<file path="config.mk">
export PLATFORM = sky130hd
export DESIGN_NAME = dff_shift_reg_universal
export DESIGN_NICKNAME = d
export VERILOG_FILES = /design/src/rtl/dff_shift_reg_universal.sv
export SDC_FILE = /design/constraint.sdc
export NUM_CORES = 1
export LEC_CHECK = 0
export ABC_AREA = 1
export ABC_CLOCK_PERIOD_IN_PS = 900
export CAP_MARGIN = 15
export CORE_MARGIN = 10
export CORE_UTILIZATION = 37
export CTS_CLUSTER_DIAMETER = 50
export DETAILED_ROUTE_END_ITERATION = 16
export PLACE_DENSITY = 0.74
export SYNTH_ARGS = -nofsm -noshare
export SYNTH_HDL_FRONTEND = slang
export SYNTH_SLANG_ARGS = --single-unit
</file>
<file path="constraint.sdc">
create_clock -name clk -period 0.9 [get_ports clk]
set_input_delay 0.135 -clock clk [delete_from_list [all_inputs] [get_ports clk]]
set_output_delay 0.135 -clock clk [all_outputs]
set_load 0.01 [all_outputs]
</file>
<file path="src/rtl/dff_shift_reg_universal.sv">
// -----------------------------------------------------------------------------
// dff_shift_reg_universal
//
// Parametrised universal register. It holds a WIDTH-bit word and changes it
// only on the rising edge of clk. A clock enable gates every operation, and a
// 3-bit mode selects one of eight operations: hold, parallel load,
// logical shift left/right, rotate left/right, clear, and arithmetic shift
// right.
//
// Per-edge priority: reset > (en == 0 -> hold) > mode.
//
// Parameters
//   WIDTH        register width in bits (>= 2)
//   RESET_VALUE  value loaded into q by reset
//
// Ports
//   clk        rising-edge clock
//   reset      synchronous, active-high; q <= RESET_VALUE
//   en         clock enable; 0 holds q whatever the mode
//   mode       operation select (see mode_e)
//   d          parallel load data (LOAD only)
//   ser_in     serial input bit (SHL / SHR only)
//   q          registered contents
//   ser_out_l  q[WIDTH-1], the bit that leaves on a left shift
//   ser_out_r  q[0], the bit that leaves on a right shift
//   zero       1 when q == 0
// -----------------------------------------------------------------------------
module dff_shift_reg_universal #(
    parameter int              WIDTH       = 8,
    parameter logic [WIDTH-1:0] RESET_VALUE = '0
) (
    input  logic             clk,
    input  logic             reset,
    input  logic             en,
    input  logic [2:0]       mode,
    input  logic [WIDTH-1:0] d,
    input  logic             ser_in,
    output logic [WIDTH-1:0] q,
    output logic             ser_out_l,
    output logic             ser_out_r,
    output logic             zero
);

    typedef enum logic [2:0] {
        MODE_HOLD = 3'b000,
        MODE_LOAD = 3'b001,
        MODE_SHL  = 3'b010,
        MODE_SHR  = 3'b011,
        MODE_ROL  = 3'b100,
        MODE_ROR  = 3'b101,
        MODE_CLR  = 3'b110,
        MODE_ASR  = 3'b111
    } mode_e;

    logic [WIDTH-1:0] q_next;

    // Each arm reads only the inputs its operation needs. An unknown d or
    // ser_in therefore cannot reach q in the modes that do not use it.
    always_comb begin
        // NOTE: q_next gets a default before the case so that no path leaves
        // it unassigned; otherwise a latch would be inferred.
        q_next = q;
        case (mode_e'(mode))
            MODE_HOLD: q_next = q;
            MODE_LOAD: q_next = d;
            MODE_SHL:  q_next = {q[WIDTH-2:0], ser_in};
            MODE_SHR:  q_next = {ser_in, q[WIDTH-1:1]};
            MODE_ROL:  q_next = {q[WIDTH-2:0], q[WIDTH-1]};
            MODE_ROR:  q_next = {q[0], q[WIDTH-1:1]};
            MODE_CLR:  q_next = '0;                       // independent of RESET_VALUE
            MODE_ASR:  q_next = {q[WIDTH-1], q[WIDTH-1:1]}; // sign bit replicated
            default:   q_next = q;
        endcase
    end

    // Reset is sampled only at the edge. A pulse that rises and falls between
    // two edges is never seen.
    always_ff @(posedge clk) begin
        // NOTE: non-blocking assignment here, so every register samples its
        // inputs from before the edge. This prevents ordering races between
        // always_ff blocks.
        if (reset)
            q <= RESET_VALUE;
        else if (en)
            q <= q_next;
    end

    assign ser_out_l = q[WIDTH-1];
    assign ser_out_r = q[0];
    assign zero      = (q == '0);

endmodule

</file>
**Word-level counts from Yosys, hierarchy flattened**

Index checks and enable logic that the tools add are counted.

- Equality and inequality tests: 7
- Multiplexer cells: 1
- Bitwise gates (word level): 2
- Reduce and logical (&&, ||, !) cells: 4

Operators with widths:

| cell | number |
|---|---|
| $pmux W8 S7 | 1 |
| $eq A3 B3 Y1 const B | 4 |
| $logic_not A8 Y1 | 1 |
| $eq A3 B2 Y1 const B | 2 |
| $eq A3 B1 Y1 const B | 1 |
| $logic_not A3 Y1 | 1 |
| $reduce_and A3 Y1 | 1 |
| $not A1 Y1 | 2 |
| $reduce_and A2 Y1 | 1 |

- Bits in registers: 8
- Logic and storage cells: 16

**Logic depth before layout (Yosys ltp)**

- Depth in word-level cells: 3
- Mapped depth: 7

**Worst setup path after synthesis**

Ideal clock, no wire load.

- Path kind: register -> output
- Start: reg q[4]
- End: out zero
- Data arrival time: 943 ps
- Data required time: 765 ps
- Path slack: -178 ps
- Cell stages (with the launch flop): 4
- Buffers on the path: 0
- Cells stage by stage: dfxtp_1 > nor4_1 > nand2_1 > nor3_1

- Word-level cells in the longest chain between the ends: 1

RTL lines:

| element | line | source |
|---|---|---|
| start: declaration | 38 | `output logic [WIDTH-1:0] q,` |
| start signal: assignment | 85 | `q <= q_next;` |
| $logic_not A8 Y1 | 90 | `assign zero = (q == '0);` |
| end: declaration | 41 | `output logic zero` |

No other way between the ends.

**Final worst setup path**

Ends and elaborated chain as after synthesis.

==> results.txt <==
The run finished, with violations left. The final reports fail on negative setup slack. In the layout the commonest cells are 26 x nand2_1, 18 x buf_6, 14 x nor2_1, 11 x a21oi_2, 10 x clkdlybuf4s50_1.

The share of power burned in registers is roughly 34%. The slack of the critical path came out at -398 ps. The total negative slack for setup checks is -1060 ps. The largest clock skew in the final design came out at about 4.4 ps. The clock-pin transition on the worst setup and hold timing paths is about 60 ps. The data required time at the worst endpoint is about 760 ps. The number of buffers created by CTS is 3. The number of filler cells placed in the layout is 120.

The total congestion overflow after global routing is 0. The standard-cell row count came out at 14. The critical path is of the reg2out type. The number of flip-flops under the largest register name is 8. CTS placed an instance of clkbuf_4 at the clock tree root.

After layout, the minimum clock period comes to 1300 ps. In this run the worst hold path is classified as in2reg. The number of antenna-violating nets in the routed design came out at 0. In this run the cell area of the synthesized design comes to approximately 620 sq um. The placeable core region is roughly 1500 sq um. The reported max-cap violation count came out at 0.

Across all register-to-register paths, the minimum setup slack is -60 ps. The worst hold path was traced through 5 stages. The internal portion of total power came out at between 0.0007 and 0.0008 W.

The synthesized flop and latch total is 8. Across all hold checks on the routed design, the worst slack comes to between 300 and 400 ps. The clock group share of total power is 25.4%.

In the final design database the tool counted roughly 160 nets. The antenna diode count is 0. The upper clock frequency limit came out at 770 MHz. Setup repair after global routing could not meet its margin everywhere. For this run, the total global-route usage over all layers was measured as 12.5%. The final cycle utilization of the critical path came out at 144%.

Of all nets on the critical path, the largest fanout is 2. The setup-violating endpoint count in the final report came out at 11. The worst register-to-register path ends at q[7]. The power density over the cells is 1000 nW/um^2. The number of levels in the clock H-tree came out at 1. The detailed-route vias per instance came out at 5.21. The half-perimeter wire length after detailed placement is about 1.5 mm. The headroom to the max-slew limit came out at between 80 and 90%. Together, buffers and inverters on the worst path number 1. The number of hold-slack violations in the final timing report is 0. The largest net degree at the start of global routing came out at 11. The switching power share of the total came out at between 30% and 40%. The latest clock arrival within the worst-skew pair is around 260 ps. For the pin with the worst max-slew slack, the measured transition is 263 ps. The global-route wire length before repair came out at between 3 and 4 mm. The startpoint of the most critical hold path is mode[2]. The cell family with the largest share of critical-path delay is simple AND/OR/NAND/NOR gates. The congestion estimate from routability-driven global placement came to about 0.76. Port buffering added 25 buffers. The largest registers in the layout are q (8).

The utilization after layout came out at 73.9%. The endpoint class of the critical path is an output pin. The floorplan step set the die width to a little over 60 um. The maximum resistive drop on vdd is about 0.0009 V. The critical path goes through nor4_2 > nand2_1 > nor3_2 > buf_2.

The total of warnings raised by yosys is 0. The first-pass detailed-route iteration total came out at 4. The pre-CTS setup slack is -584 ps. Each instance of the synthesized netlist takes up on average between 6 and 7 sq um. The number of global-route vias before repair is 807. Hold repair after CTS inserted 0 buffers. The maximum buffer depth of the clock tree is 2. The post-detailed-routing wire length came out at approximately 2.4 mm. The I/O pin total came out at 26.

The worst-case hold path end point is q[0]. The via count of the routed design came out at around 800. The startpoint identified for the worst register-to-register timing path is q[0]. The number of distinct standard cells referenced by the synthesized netlist is 19. The initial cell density of the core came out at 40.0%.

The part of the total power dissipated in combinational logic came out at between 40 and 50%. The share of cells above drive strength 1 is between 50% and 60%. The data arrival time of the critical path came out at 1160 ps.

For this design the static power due to leakage is approximately 0.51 nW. The post-synth net total came out at between 100 and 150. The number of cells traversed by the worst register-to-register path came out at 7. The number of sinks driven by the clock tree came out at 8.

The library cell used most frequently in the layout, excluding fill and tap cells, is nand2_1. The switching component of the power is ~0.00038 W. TritonCTS built the clock tree. The slowest stage of the critical path is the dfxtp_2 cell. The vertical die dimension came out at a little over 60 um. The count of routing violations after the opening detailed-route iteration came out at 19. The initial antenna violation count came out at 0.

The worst stage delay on the critical path is roughly 320 ps. The largest register by flop count is q. Sequential elements use between 20% and 30% of the synthesized area.

The routed wirelength normalized by instance count came out at roughly 15 um. The number of DRC violations after detailed routing is 0. The post-synthesis instance total is 98. The die outline area is between 3000 and 4000 sq um.

The area growth from synthesis to final layout is 84.8%. The kind of start point of the critical path is a flop. The final max-slew violation count came out at 0.
==> area by class of cell <==
type	instances	area (sq um)	share of cell area (%)
Multi-Input combinational cell	83	495	43.5
Timing Repair Buffer	44	420	36.9
Sequential cell	8	170	14.9
Clock buffer	3	22.5	1.98
Tap cell	16	20.0	1.76
Inverter	3	11.3	0.988
==> metal layers <==
| layer | GRT usage (%) | wire length (um) |
|---|---|---|
| met5 | 0 | 0 |
| met4 | 4.70 | 31 |
| met3 | 3.13 | 157 |
| met2 | 21.7 | 1240 |
| met1 | 14.3 | 959 |
==> through the flow <==
step | area, sq um | total power (W) | instances
5_1_grt | 1140 | 0.00119 | 157
3_3_place_gp | 946 | 0.000771 | 147
2_1_floorplan | 622 | 0.000586 | 98
6_report | 1140 | 0.00114 | 157
4_1_cts | 1080 | 0.00110 | 157
3_5_place_dp | 946 | 0.000775 | 147
==> cells in the mapped netlist <==
| cell | number | area share (%) |
|---|---|---|
| nor2_4 | 1 | 1.8 |
| buf_1 | 1 | 0.61 |
| dfxtp_1 | 8 | 26 |
| nand2_4 | 2 | 3.7 |
| nand2_1 | 33 | 20 |
| nor3_1 | 1 | 0.81 |
| a21oi_1 | 8 | 6.5 |
| buf_4 | 2 | 2.4 |
| nand4_1 | 1 | 1.0 |
| inv_2 | 1 | 0.61 |
| nand2_2 | 2 | 2.0 |
| nor2_1 | 17 | 10 |
| inv_1 | 2 | 1.2 |
| buf_2 | 1 | 0.81 |
| nor2_2 | 3 | 3.0 |
| nand3_1 | 6 | 4.9 |
| a21oi_2 | 7 | 9.9 |
| buf_12 | 1 | 3.2 |
| nor4_1 | 1 | 1.0 |
==> power by group through the flow <==
| stage | clock, W | combinational [W] | sequential (W) |
|---|---|---|---|
| finish | 0.000289 | 0.000459 | 0.000391 |
| global route | 0.000305 | 0.000494 | 0.000393 |
| CTS | 0.000285 | 0.000423 | 0.000388 |
| detailed placement | 0 | 0.000384 | 0.000391 |
| global placement | 0 | 0.000381 | 0.000390 |
| floorplan | 0 | 0.000177 | 0.000409 |
==> cells by family after synthesis <==
| kind of cell | synth area share (%) |
|---|---|
| flops | 26.0 |
| simple gates | 48.7 |
| compound gates | 16.4 |
| buf+inv | 8.92 |
==> worst register-to-register path, cell delays in order, from the launching register on <==
cell and delay [ps]:
dfxtp_2 340, buf_6 120, nand2_2 40, nor2_1 90, nor2_1 60, nand2_1 50
nand2_1 60, a21oi_2 130
==> worst max-delay path by stage <==
| stage | startpoint | endpoint | slack, ps | depth (start not counted) |
|---|---|---|---|---|
| floorplan | q[4] | zero | -110 | 3 |
| global placement | q[4] | zero | -560 | 4 |
| detailed placement | mode[2] | q[5] | -580 | 8 |
| CTS | q[4] | zero | -400 | 4 |
| global route | q[4] | zero | -470 | 4 |
| finish | q[4] | zero | -400 | 4 |
==> what timing repair did <==
item	in CTS	in global routing
pin swaps	9	10
gates cloned	1	0
setup endpoints to repair	19	18
gates resized for setup	81	26
buffers inserted	7	3
(Power assumes the default switching activity.)
